<file path="config.mk">
export PLATFORM = sky130hd
export DESIGN_NAME = fpu_op_scheduler
export DESIGN_NICKNAME = d
export VERILOG_FILES = /design/src/rtl/fpu_op_scheduler.sv
export SDC_FILE = /design/constraint.sdc
export NUM_CORES = 1
export LEC_CHECK = 0
export ABC_CLOCK_PERIOD_IN_PS = 11600
export CAP_MARGIN = 20
export CORE_MARGIN = 3
export CORE_UTILIZATION = 41
export CTS_BUF_LIST = sky130_fd_sc_hd__clkbuf_2 sky130_fd_sc_hd__clkbuf_4 sky130_fd_sc_hd__clkbuf_8
export CTS_CLUSTER_DIAMETER = 60
export CTS_CLUSTER_SIZE = 40
export DETAILED_ROUTE_END_ITERATION = 7
export PLACE_DENSITY = 0.83
export SLEW_MARGIN = 20
export SYNTH_ARGS = -nofsm -noshare
export SYNTH_HDL_FRONTEND = slang
export SYNTH_SLANG_ARGS = --single-unit
</file>
<file path="constraint.sdc">
create_clock -name clk -period 11.6 [get_ports clk]
set_clock_uncertainty 0.1 [all_clocks]
set_input_delay 1.74 -clock clk [delete_from_list [all_inputs] [get_ports clk]]
set_output_delay 1.74 -clock clk [all_outputs]
set_load 0.05 [all_outputs]
</file>
<file path="src/rtl/fpu_op_scheduler.sv">
// Two-requester front end for a single shared FPU: round-robin grant, one operation
// in flight, fixed-latency result capture and a valid/ready response port.
module fpu_op_scheduler #(
    parameter int LATENCY = 1
) (
    input  logic        clk,
    input  logic        reset,
    input  logic        req0_valid,
    input  logic        req1_valid,
    output logic        req0_ready,
    output logic        req1_ready,
    input  logic [31:0] req0_A,
    input  logic [31:0] req0_B,
    input  logic [1:0]  req0_sel,
    input  logic [1:0]  req0_rm,
    input  logic [31:0] req1_A,
    input  logic [31:0] req1_B,
    input  logic [1:0]  req1_sel,
    input  logic [1:0]  req1_rm,
    output logic        fpu_start,
    output logic [31:0] fpu_A,
    output logic [31:0] fpu_B,
    output logic [1:0]  fpu_sel,
    output logic [1:0]  fpu_rm,
    input  logic [31:0] fpu_Y,
    input  logic        fpu_error,
    input  logic        fpu_overflow,
    output logic        rsp_valid,
    input  logic        rsp_ready,
    output logic        rsp_id,
    output logic [31:0] rsp_Y,
    output logic        rsp_error,
    output logic        rsp_overflow,
    output logic        busy,
    output logic [15:0] op_count
);

    typedef enum logic [1:0] {S_IDLE, S_ISSUE, S_WAIT, S_RESP} state_t;

    localparam logic [3:0] WAIT_LOAD = 4'(LATENCY - 1);

    state_t      r_state;
    state_t      w_state_next;
    logic        r_last_grant;
    logic [3:0]  r_wait_cnt;
    logic [15:0] r_op_count;
    logic [31:0] r_fpu_a;
    logic [31:0] r_fpu_b;
    logic [1:0]  r_fpu_sel;
    logic [1:0]  r_fpu_rm;
    logic        r_rsp_id;
    logic [31:0] r_rsp_y;
    logic        r_rsp_error;
    logic        r_rsp_overflow;
    logic        w_grant;
    logic        w_req0_ready;
    logic        w_req1_ready;
    logic        w_accept;

    // Under contention the requester that did not win last time is chosen.
    always_comb begin
        w_grant = 1'b0;
        if (req0_valid && req1_valid) begin
            w_grant = ~r_last_grant;
        end else if (req1_valid) begin
            w_grant = 1'b1;
        end
    end

    always_comb begin
        w_req0_ready = 1'b0;
        w_req1_ready = 1'b0;
        if (r_state == S_IDLE) begin
            w_req0_ready = req0_valid & ~w_grant;
            w_req1_ready = req1_valid & w_grant;
        end
    end

    assign w_accept = w_req0_ready | w_req1_ready;

    always_ff @(posedge clk or posedge reset) begin
        if (reset) begin
            r_state <= S_IDLE;
        end else begin
            r_state <= w_state_next;
        end
    end

    always_comb begin
        w_state_next = r_state;
        fpu_start    = 1'b0;
        busy         = 1'b1;
        rsp_valid    = 1'b0;
        case (r_state)
            S_IDLE: begin
                busy = 1'b0;
                if (w_accept) begin
                    w_state_next = S_ISSUE;
                end
            end
            S_ISSUE: begin
                fpu_start    = 1'b1;
                w_state_next = S_WAIT;
            end
            S_WAIT: begin
                if (r_wait_cnt == 4'd0) begin
                    w_state_next = S_RESP;
                end
            end
            S_RESP: begin
                rsp_valid = 1'b1;
                if (rsp_ready) begin
                    w_state_next = S_IDLE;
                end
            end
            default: w_state_next = S_IDLE;
        endcase
    end

    always_ff @(posedge clk or posedge reset) begin
        if (reset) begin
            r_last_grant   <= 1'b1;
            r_wait_cnt     <= 4'd0;
            r_op_count     <= 16'd0;
            r_fpu_a        <= 32'd0;
            r_fpu_b        <= 32'd0;
            r_fpu_sel      <= 2'd0;
            r_fpu_rm       <= 2'd0;
            r_rsp_id       <= 1'b0;
            r_rsp_y        <= 32'd0;
            r_rsp_error    <= 1'b0;
            r_rsp_overflow <= 1'b0;
        end else begin
            case (r_state)
                S_IDLE: begin
                    if (w_accept) begin
                        r_fpu_a      <= w_grant ? req1_A   : req0_A;
                        r_fpu_b      <= w_grant ? req1_B   : req0_B;
                        r_fpu_sel    <= w_grant ? req1_sel : req0_sel;
                        r_fpu_rm     <= w_grant ? req1_rm  : req0_rm;
                        r_rsp_id     <= w_grant;
                        r_last_grant <= w_grant;
                    end
                end
                S_ISSUE: r_wait_cnt <= WAIT_LOAD;
                S_WAIT: begin
                    // Result is valid on the edge where the count has run out.
                    if (r_wait_cnt == 4'd0) begin
                        r_rsp_y        <= fpu_Y;
                        r_rsp_error    <= fpu_error;
                        r_rsp_overflow <= fpu_overflow;
                    end else begin
                        r_wait_cnt <= r_wait_cnt - 4'd1;
                    end
                end
                S_RESP: begin
                    if (rsp_ready) begin
                        r_op_count <= r_op_count + 16'd1;
                    end
                end
                default: ;
            endcase
        end
    end

    assign req0_ready   = w_req0_ready;
    assign req1_ready   = w_req1_ready;
    assign fpu_A        = r_fpu_a;
    assign fpu_B        = r_fpu_b;
    assign fpu_sel      = r_fpu_sel;
    assign fpu_rm       = r_fpu_rm;
    assign rsp_id       = r_rsp_id;
    assign rsp_Y        = r_rsp_y;
    assign rsp_error    = r_rsp_error;
    assign rsp_overflow = r_rsp_overflow;
    assign op_count     = r_op_count;

endmodule

</file>
After elaboration in Yosys (flattened, before gate mapping)
Index checks and enable logic that the tools add are counted.
W data, S select, Z words.
{ "classes": {"add_sub_neg": 2, "eq_ne": 7, "n_mux": 17, "n_bitwise": 5, "reduce_logical": 9} }
{ "ops": {"columns": ["operator", "count"], "rows": [
  ["$mux W32", 2],
  ["$add A16 B1 Y16 const B", 1],
  ["$mux W2", 5],
  ["$ne A2 B2 Y1 const B", 4],
  ["$pmux W2 S4", 1],
  ["$pmux W4 S2", 1],
  ["$reduce_and A2 Y1", 4],
  ["$mux W1", 7],
  ["$eq A2 B2 Y1 const B", 2],
  ["$logic_not A4 Y1", 1],
  ["$mux W4", 1],
  ["$sub A4 B1 Y4 const B", 1],
  ["$reduce_and A3 Y1", 1],
  ["$and A1 B1 Y1", 2],
  ["$eq A2 B1 Y1 const B", 1],
  ["$logic_not A2 Y1", 1],
  ["$not A1 Y1", 2],
  ["$reduce_bool A2 Y1", 1],
  ["$logic_and A1 B1 Y1", 1],
  ["$or A1 B1 Y1", 1]
]} }
{ "totals": {"reg_bits": 126, "in_bits": 175, "output_inout_bits": 124, "wordCells": 52} }

Longest topological paths before layout
Gate-level depths: netlist of run 1.
{ "depth": {"depth_word": 8, "ltp_mapped": 8, "ltp_nobuf": 6} }

Worst setup path before layout of run 1
OpenSTA, ideal clock, no wires.
{ "synth_path": {"path_kind": "input to output", "start": "input port req1_valid", "end": "output port req0_ready", "t_arrival_ps": 2842, "required_ps": 9760, "setup_slack_ps": 6918, "path_stages": 4, "path_buffers": 2, "cell_sequence": "a21boi_0 -> buf_2 -> buf_4 -> nor2_1"} }
{ "synth_via": {"elab_chain_len": 5, "word_cells_on_any_way": 6, "classes_between": "mux: 3; bitwise: 2; reduce/logical: 1"} }
{ "synth_rtl": {"columns": ["item", "line_no", "source"], "rows": [
  ["from (decl)", "9", "input logic req1_valid,"],
  ["$mux W1 / $logic_and A1 B1 Y1 (equally long branches)", "65, 63", null],
  ["$mux W1 (*)", "63", "if (req0_valid && req1_valid) begin"],
  ["$not A1 Y1 (*)", "74", "w_req0_ready = req0_valid & ~w_grant;"],
  ["$and A1 B1 Y1 (*)", "74", null],
  ["$mux W1 (*)", "73", "if (r_state == S_IDLE) begin"],
  ["to (decl)", "10", "output logic req0_ready,"]
]} }
Mark *: on every way between the ends. The rest lies on a longest branch, timed or not.

Worst setup path in the final report of run 1
{ "layout_path": {"start": "input port req1_valid", "end": "output port req1_ready"} }
{ "layout_via": {"elab_chain_len": 4, "word_cells_on_any_way": 5, "classes_between": "mux: 3; bitwise: 1; reduce/logical: 1"} }
{ "layout_rtl": {"columns": ["item", "line_no", "source"], "rows": [
  ["$mux W1 / $logic_and A1 B1 Y1 (equally long branches)", "65, 63", null],
  ["$mux W1", "63", null],
  ["$and A1 B1 Y1 (*)", "75", "w_req1_ready = req1_valid & w_grant;"],
  ["$mux W1 (*)", "73", null],
  ["to (decl)", "11", "output logic req1_ready,"]
]} }
Marks and branches as above.

==> results of run 1 <==
[power by group]
part           switching [uW]  internal (uW)
clock network             168            202
logic                    1030            585
registers                 110            635
[cell usage after synthesis, types with 5 or more instances]
cell type,number,area [sq um]
xnor2_1,12,105
dfrtp_1,125,3130
mux2i_1,68,681
mux2_2,5,56.3
buf_4,7,52.6
nand3_1,8,40.0
mux2_4,30,450
clkbuf_1,12,45.0
ha_1,7,87.6
o21ai_0,71,355
inv_1,7,26.3
nand2_1,79,297
nor2_1,6,22.5
[stage by stage]
stage | utilization, % | cells | cell area, sq um | hold slack (ns) | total power, uW
floorplan | - | 473 | 5680 | 0.371 | 1830
global placement | 65.3 | 924 | 8750 | 0.363 | 2340
detailed placement | 65.3 | 924 | 8750 | 0.369 | 2380
CTS | 68.2 | 956 | 9130 | 0.384 | 2760
global route | 68.2 | 956 | 9140 | 0.399 | 2870
finish | 68.2 | 956 | 9140 | 0.379 | 2730
[final timing paths]
| check | from | endpoint | depth (start not counted) |
|---|---|---|---|
| min in group asynchronous | reset | rsp_Y[31] | 2 |
| max in group asynchronous | reset | fpu_A[15] | 3 |
| setup reg to reg | r_last_grant | fpu_B[29] | 4 |
| hold / removal | fpu_B[2] | fpu_B[2] | 2 |
| hold reg to reg | fpu_B[2] | fpu_B[2] | 2 |
| setup / recovery | req1_valid | req1_ready | 4 |
[worst reg2reg max path, stage by stage, from the launching register on]
cell and delay, ns:
dfstp_2 0.39, a21boi_4 0.35, buf_4 0.82, mux2i_1 0.46
o21ai_0 0.12
[area by class of cell]
cell class | count | share of cell area, %
Tap cell | 176 | 2.41
Clock inverter | 11 | 1.29
Sequential cell | 126 | 34.5
Timing Repair Buffer | 301 | 33.0
Inverter | 7 | 0.315
Multi-Input combinational cell | 314 | 25.6
Clock buffer | 21 | 2.96
[per-layer routing]
layer / routed length, um / global-route usage (%) / part of all wire [%]
met5: 0 / 0 / 0
met4: 227 / 6.92 / 1.4
met3: 1430 / 7.90 / 9.0
met2: 8370 / 37.2 / 53
met1: 5770 / 23.0 / 37
[state kept, by name (all words and copies together), names as in the netlist]
signal and count:
rsp_overflow 1, fpu_sel 2, rsp_error 1, fpu_A 32, op_count 16, r_last_grant 1, rsp_id 1, fpu_rm 2
fpu_B 32, r_wait_cnt 4, r_state 2, rsp_Y 32
[cell families (layout without fill, tap and decap cells)]
group	Yosys count	after routing	synth area share [%]
flops	126	126	55.6
simple gates	108	108	8.40
mux	103	103	20.9
buf+inv	33	340	3.59
xor+xnor	16	16	2.47
fa+ha+maj	7	7	1.54
compound gates	80	80	7.52
==> run summary, run 1 <==
Longest Clk Path Bufs: 2
Die Span Y: 124 um
CTS clk-pin slew, worst paths: 0.07 ns
layout cell share with drive strength beyond 1: 10.0%
leading cell types in the layout, fill and taps excluded: 298 x clkdlybuf4s50_1, 125 x dfrtp_1, 79 x nand2_1
final setup violation count: 0
Detail Placement HPWL: 12.0 mm
Netlist cell types: 34
Clock Latency Late Sink: 0.43 ns
crit path DAT: 3.74 ns
WL final: 15.8 mm
max cap viols: 0
critical-path cell list: clkdlybuf4s50_1 > a21boi_4 > and2_1 > clkdlybuf4s50_1
Final Hold Fails: 0
antenna viol nets, final: 0
Inserted Clock Buffers: 17
fin crit share: 48.1%
CTS Sinks: 126
Power Dens Cells: 298 nW/um^2
Final WS setup: 6.02 ns
Startpoint Class: input pin
Mapped Avg Cell Area: 12.0 sq um
Syn Inst Count: 473
area delta synth->final: 61.0%
initial antenna violation count: 0
Synth async-reset ratio: 100%
Lkg Pwr: 0.00398 uW
CTS H-tree depth: 4
first-pass GRT wire length: 24.6 mm
maximum clock rate: 179 MHz
setup bufs post-CTS: 0
critical path fanouts, max: 10
Synth Cell Area: 5680 sq um
core area: 13400 sq um
syn_nets: 655
GPL Wtd Cong: 0.782
CTS Hold Bufs: 0
WP data required: 9.76 ns
Buf/Inv on CP: 2
Seq/Total Area, Yosys: 55.6%
root buf cell: clkbuf_8
Worst Tran Pin Value: 1.02 ns
# nets final: 949
worst slew margin relative to its limit: 32.1%
Yosys reg bits: 126
Gates resized, CTS repair: 0
cell family with most CP delay: buffers and inverters
Synth Warn #: 0
pins over their slew limit: 0
setup TNS: 0 ns
gr usage total: 21.0%
peak supply drop: 0.000144 V
WL/cell: 16.5 um
CTS tree: built
Crit path top cell by count: clkdlybuf4s50_1
First DRT Iteration DRCs: 152
n_diodes: 0
status: finished, final reports clean
Worst path slowest cell: clkdlybuf4s50_1
grt ovf: 0
CP Class: in2out
RSZ-0062 raised after global routing: false
worst reg-to-reg setup slack: 9.20 ns
DP Worst Slack: 6.02 ns
num rows: 42
vias per cell: 4.77
I/O pin total: 299
post-route minimum period: 5.58 ns
IO Port Bufs: 298
die area: 15300 sq um
largest net degree at the start of global routing: 137
number of flops mapped to enable cells by yosys: 0
most common cell after layout, fill and taps aside: clkdlybuf4s50_1
Setup crit end kind: primary output
CP max stage delay: 0.81 ns
FF+latch area: 3150 sq um
multi-input logic area: 2340 sq um
drt drc: 0
Die Wd: 124 um
routed vias: 4560
fillers: 1009
Pre-antenna DRT Iters: 5
vias in the first global route: 4831
initial core utilization: 42.4%
Most used DFF post-synth: dfrtp_1
Hold Crit Class: reg2reg
Power figures use the tool's default switching activity.
==> run 2: changes to the inputs <==
--- a/config.mk
+++ b/config.mk
@@ -5,7 +5,7 @@
 export SDC_FILE = /design/constraint.sdc
 export NUM_CORES = 1
 export LEC_CHECK = 0
-export ABC_CLOCK_PERIOD_IN_PS = 11600
+export ABC_CLOCK_PERIOD_IN_PS = 5400
 export CAP_MARGIN = 20
 export CORE_MARGIN = 3
 export CORE_UTILIZATION = 41
==> constraint.sdc (replaced) <==
create_clock -name clk -period 5.4 [get_ports clk]
set_clock_uncertainty 0.1 [all_clocks]
set_input_delay 0.81 -clock clk [delete_from_list [all_inputs] [get_ports clk]]
set_output_delay 0.81 -clock clk [all_outputs]
set_load 0.05 [all_outputs]
==> run summary, run 2 (synthesized netlist as in run 1, its figures left out) <==
I/O pin total: 299 (unchanged)
CTS Sinks: 126 (unchanged)
CTS tree: built
Layout Cells excl Fill: 957 (+0.10%)
WL final: 16.2 mm (+2.8%)
area delta synth->final: 61.7%
Hold Crit Class: reg2reg
post-route cell area: 9180 sq um (+0.41%)
status: finished, final reports clean
Startpoint Class: input pin
max cap viols: 0 (unchanged)
gr usage total: 21.2% (+0.25 points)
CTS H-tree depth: 4 (unchanged)
Lkg Pwr: 0.00400 uW (+0.43%)
final setup violation count: 0 (unchanged)
First DRT Iteration DRCs: 191 (+26%)
Detail Placement HPWL: 12.6 mm (+5.0%)
antenna viol nets, final: 0 (unchanged)
# nets final: 950 (+0.11%)
Longest Clk Path Bufs: 2 (unchanged)
routed vias: 4632 (+1.6%)
CP max stage delay: 0.81 ns (about the same)
die area: 15300 sq um (unchanged)
most common cell after layout, fill and taps aside: clkdlybuf4s50_1
Placed Cells incl. Taps: 925 (+0.11%)
leading cell types in the layout, fill and taps excluded: 298 x clkdlybuf4s50_1, 125 x dfrtp_1, 79 x nand2_1
grt ovf: 0 (unchanged)
Final Hold Fails: 0 (unchanged)
Gates resized, CTS repair: 0 (unchanged)
met1 usage: 22.8% (-0.21 points)
WL/cell: 17.0 um (+2.7%)
Clock Latency Late Sink: 0.42 ns (about the same)
critical-path cell list: clkdlybuf4s50_1 > a21boi_4 > and2_1 > clkdlybuf4s50_1
M2 GR Usage: 37.5% (+0.30 points)
Power Dens Cells: 646 nW/um^2 (+120%)
Die Span Y: 124 um (unchanged)
critical path fanouts, max: 6 (-4)
initial antenna violation count: 0 (unchanged)
fin crit share: 67.6%
Crit path top cell by count: clkdlybuf4s50_1
n_diodes: 0 (unchanged)
Worst Hold Path Cells: 1 (-1)
CP Class: in2out
RSZ-0062 raised after global routing: false
Final WS setup: 1.75 ns (-4.27 ns)
CTS Hold Bufs: 0 (unchanged)
peak supply drop: 0.000338 V (+130%)
WP data required: 4.49 ns (-5.27 ns)
fillers: 992 (-1.7%)
busiest grt layer: met2
vias in the first global route: 4953 (+2.5%)
first-pass GRT wire length: 24.8 mm (+0.96%)
Die Wd: 124 um (unchanged)
hold slack: 0.377 ns (-0.00229 ns)
R2R depth: 5 (+1)
setup bufs post-CTS: 0 (unchanged)
worst slew margin relative to its limit: 27.5% (-4.6 points)
largest net degree at the start of global routing: 137 (unchanged)
drt drc: 0 (unchanged)
Setup crit end kind: primary output
CTS clk-pin slew, worst paths: 0.07 ns (about the same)
Inserted Clock Buffers: 17 (unchanged)
root buf cell: clkbuf_8
Worst path slowest cell: clkdlybuf4s50_1
initial core utilization: 42.4% (unchanged)
DP Worst Slack: 1.78 ns (-4.24 ns)
Pre-antenna DRT Iters: 4 (-1)
Buf/Inv on CP: 2 (unchanged)
IO Port Bufs: 298 (unchanged)
met3 usage: 7.86% (-0.045 points)
pins over their slew limit: 0 (unchanged)
crit path DAT: 2.74 ns (-1.00 ns)
cell depth of the worst setup path: 4 (unchanged)
worst reg-to-reg setup slack: 3.03 ns (-6.17 ns)
Area after DPL: 8750 sq um (about the same)
maximum clock rate: 274 MHz
core area: 13400 sq um (unchanged)
post-route minimum period: 3.65 ns
vias per cell: 4.84 (+1.5%)
GPL Wtd Cong: 0.763 (-2.5%)
num rows: 42 (unchanged)
layout cell share with drive strength beyond 1: 10.1% (+0.12 points)
Worst Tran Pin Value: 1.09 ns (+0.0688 ns)
setup TNS: 0 ns (unchanged)
cell family with most CP delay: buffers and inverters
run 2: final timing paths:
check | startpoint | to
hold reg to reg | op_count[15] | op_count[15]
max in group asynchronous | reset | fpu_B[9]
setup reg to reg | r_wait_cnt[0] | rsp_Y[3]
setup / recovery | req1_valid | req1_ready
min in group asynchronous | reset | rsp_error
hold / removal | op_count[15] | op_count[15]
run 2: worst register-to-register path: stages, from the launching register on:
cell and delay, ns:
dfrtp_1 0.41, inv_1 0.10, ha_1 0.18, or3b_4 0.44
nor2_8 0.60, mux2_2 0.43
run 2: layout make-up:
class                           instances  area, sq um  area share, %
Multi-Input combinational cell        314         2340           25.5
Tap cell                              176          220           2.40
Clock inverter                         10          138           1.50
Timing Repair Buffer                  302         3020           32.9
Sequential cell                       126         3150           34.4
Clock buffer                           22          284           3.09
Inverter                                7         28.8          0.314
run 2: routing by layer:
metal | up-vias | part of all wire [%]
li1 | 2215 | -
met1 | 2189 | 36
met2 | 196 | 53
met3 | 32 | 8.9
met4 | 0 | 2.8
met5 | - | 0
run 2: per-stage QoR:
stage	power, uW	util [%]
after floorplan	3940	-
after global placement	5030	65.3
after detailed placement	5120	65.3
after CTS	5990	68.5
after global routing	6230	68.5
final	5930	68.5
run 2: power breakdown:
part / switching, uW / internal (uW)
clock: 357 / 496
sequential: 237 / 1360
combinational: 2220 / 1260
==> run 3: changes to the inputs <==
--- a/config.mk
+++ b/config.mk
@@ -5,7 +5,7 @@
 export SDC_FILE = /design/constraint.sdc
 export NUM_CORES = 1
 export LEC_CHECK = 0
-export ABC_CLOCK_PERIOD_IN_PS = 5400
+export ABC_CLOCK_PERIOD_IN_PS = 3400
 export CAP_MARGIN = 20
 export CORE_MARGIN = 3
 export CORE_UTILIZATION = 41
==> constraint.sdc (replaced) <==
create_clock -name clk -period 3.4 [get_ports clk]
set_clock_uncertainty 0.1 [all_clocks]
set_input_delay 0.51 -clock clk [delete_from_list [all_inputs] [get_ports clk]]
set_output_delay 0.51 -clock clk [all_outputs]
set_load 0.05 [all_outputs]
==> run summary, run 3 (synthesized netlist as in run 1, its figures left out) <==
Lkg Pwr: 0.00407 uW (+1.8%)
CTS Hold Bufs: 0 (unchanged)
gr usage total: 21.1% (-0.11 points)
Tot Pwr: 9650 uW (+63%)
WP data required: 2.79 ns (-1.70 ns)
CTS H-tree depth: 4 (unchanged)
peak supply drop: 0.000516 V (+53%)
Final WS setup: 0.644 ns (-1.11 ns)
status: finished, final reports clean
drt drc: 0 (unchanged)
leading cell types in the layout, fill and taps excluded: 296 x clkdlybuf4s50_1, 125 x dfrtp_1, 79 x nand2_1
post-route minimum period: 2.76 ns
root buf cell: clkbuf_8
Pre-antenna DRT Iters: 4 (unchanged)
n_diodes: 0 (unchanged)
First DRT Iteration DRCs: 144 (-25%)
Die Span Y: 124 um (unchanged)
CP Class: reg2out
Gates resized, CTS repair: 0 (unchanged)
I/O pin total: 299 (unchanged)
IO Port Bufs: 298 (unchanged)
routed vias: 4660 (+0.60%)
critical path fanouts, max: 8 (+2)
CP max stage delay: 0.80 ns (about the same)
largest net degree at the start of global routing: 65 (-53%)
multi-input logic area: 2340 sq um (unchanged)
initial core utilization: 42.4% (unchanged)
FF+latch area: 3150 sq um (unchanged)
combinational power share: 57.8% (-0.8 points)
crit path DAT: 2.15 ns (-0.59 ns)
CTS clk-pin slew, worst paths: 0.07 ns (about the same)
core area: 13400 sq um (unchanged)
antenna viol nets, final: 0 (unchanged)
Crit path top cell by count: inv_1
setup TNS: 0 ns (unchanged)
CTS tree: built
area delta synth->final: 64.5%
num rows: 42 (unchanged)
first-pass GRT wire length: 24.8 mm (-0.19%)
DP Worst Slack: 0.861 ns (-0.918 ns)
fin crit share: 81.0%
worst slew margin relative to its limit: 43.9% (+16 points)
initial antenna violation count: 0 (unchanged)
Clock Latency Late Sink: 0.43 ns (about the same)
WL final: 16.1 mm (-0.80%)
Setup crit end kind: primary output
Worst path slowest cell: clkdlybuf4s50_1
setup bufs post-CTS: 0 (unchanged)
Flop pwr share: 26.4% (-0.6 points)
grt ovf: 0 (unchanged)
Worst Tran Pin Value: 0.839 ns (-0.248 ns)
Hold Crit Class: reg2reg
Clk network pwr share: 15.8% (+1.4 points)
Die Wd: 124 um (unchanged)
P_int: 5170 uW (+66%)
max cap viols: 0 (unchanged)
layout cell share with drive strength beyond 1: 11.2% (+1.1 points)
CTS Sinks: 126 (unchanged)
most common cell after layout, fill and taps aside: clkdlybuf4s50_1
WL/cell: 16.7 um (-1.5%)
pins over their slew limit: 0 (unchanged)
sw frac: 46.4% (-1.0 points)
Buf/Inv on CP: 3 (+1)
post-layout util: 69.7% (+1.2 points)
Power Dens Cells: 1030 nW/um^2 (+60%)
Startpoint Class: register
vias per cell: 4.83 (-0.13%)
Longest Clk Path Bufs: 2 (unchanged)
critical-path cell list: inv_1 > ha_1 > inv_1 > clkdlybuf4s50_1
Final Hold Fails: 0 (unchanged)
vias in the first global route: 4933 (-0.40%)
GPL Wtd Cong: 0.837 (+9.8%)
Psw: 4480 uW (+59%)
final setup violation count: 0 (unchanged)
maximum clock rate: 363 MHz
Detail Placement HPWL: 12.5 mm (-1.2%)
cell family with most CP delay: buffers and inverters
RSZ-0062 raised after global routing: false
Inserted Clock Buffers: 17 (unchanged)
# nets final: 957 (+0.74%)
fillers: 982 (-1.0%)
die area: 15300 sq um (unchanged)
-- run 3: changes by cell type in the layout (fill, tap and decap cells not counted), sizes merged --
cell           delta
clkdlybuf4s50     -2
inv               -1
clkinv            -2
buf               +9
clkinvlp          +1
bufinv            +2
-- run 3: per-stage QoR --
stage               cells  hold WS (ns)  instance area [sq um]
detailed placement    932         0.369                   8860
CTS                   964         0.384                   9340
global route          964         0.395                   9340
global placement      932         0.361                   8860
floorplan             473         0.371                   5680
finish                964         0.377                   9340
-- run 3: cell type report --
type | count | share of cell area (%)
multi-input combinational | 314 | 25.0
inverter | 7 | 0.322
timing repair buffer | 309 | 33.4
clock inverter | 10 | 1.97
clock buffer | 22 | 3.11
sequential | 126 | 33.8
tap | 176 | 2.36
-- run 3: power groups by stage --
stage / Sequential [uW] / Combinational, uW / Clock (uW)
after floorplan: 4730 / 1530 / 0
after global placement: 2530 / 5530 / 0
after detailed placement: 2580 / 5610 / 0
after CTS: 2560 / 5630 / 1570
after global routing: 2640 / 5870 / 1630
final: 2550 / 5580 / 1530
-- run 3: final timing paths --
kind | cells past startpoint | slack, ns | from | end
min in group asynchronous | 2 | 0.49 | reset | fpu_B[1]
setup reg to reg | 5 | 1.05 | r_wait_cnt[0] | rsp_Y[4]
hold reg to reg | 2 | 0.38 | fpu_B[20] | fpu_B[20]
hold / removal | 2 | 0.38 | fpu_B[20] | fpu_B[20]
max in group asynchronous | 3 | 1.95 | reset | r_last_grant
setup / recovery | 4 | 0.64 | r_state[0] | busy
-- run 3: layer usage --
metal / vias to the layer above / part of all wire (%) / GRT usage [%]
met4: 0 / 2.2 / 8.24
met5: - / 0 / 0
li1: 2238 / - / -
met3: 25 / 7.8 / 6.90
met2: 187 / 52 / 36.4
met1: 2210 / 38 / 24.3
-- run 3: worst min-delay path: stages (launching register included) --
cell and delay [ns]:
dfrtp_1 0.34, nand2_1 0.04, o21ai_0 0.06
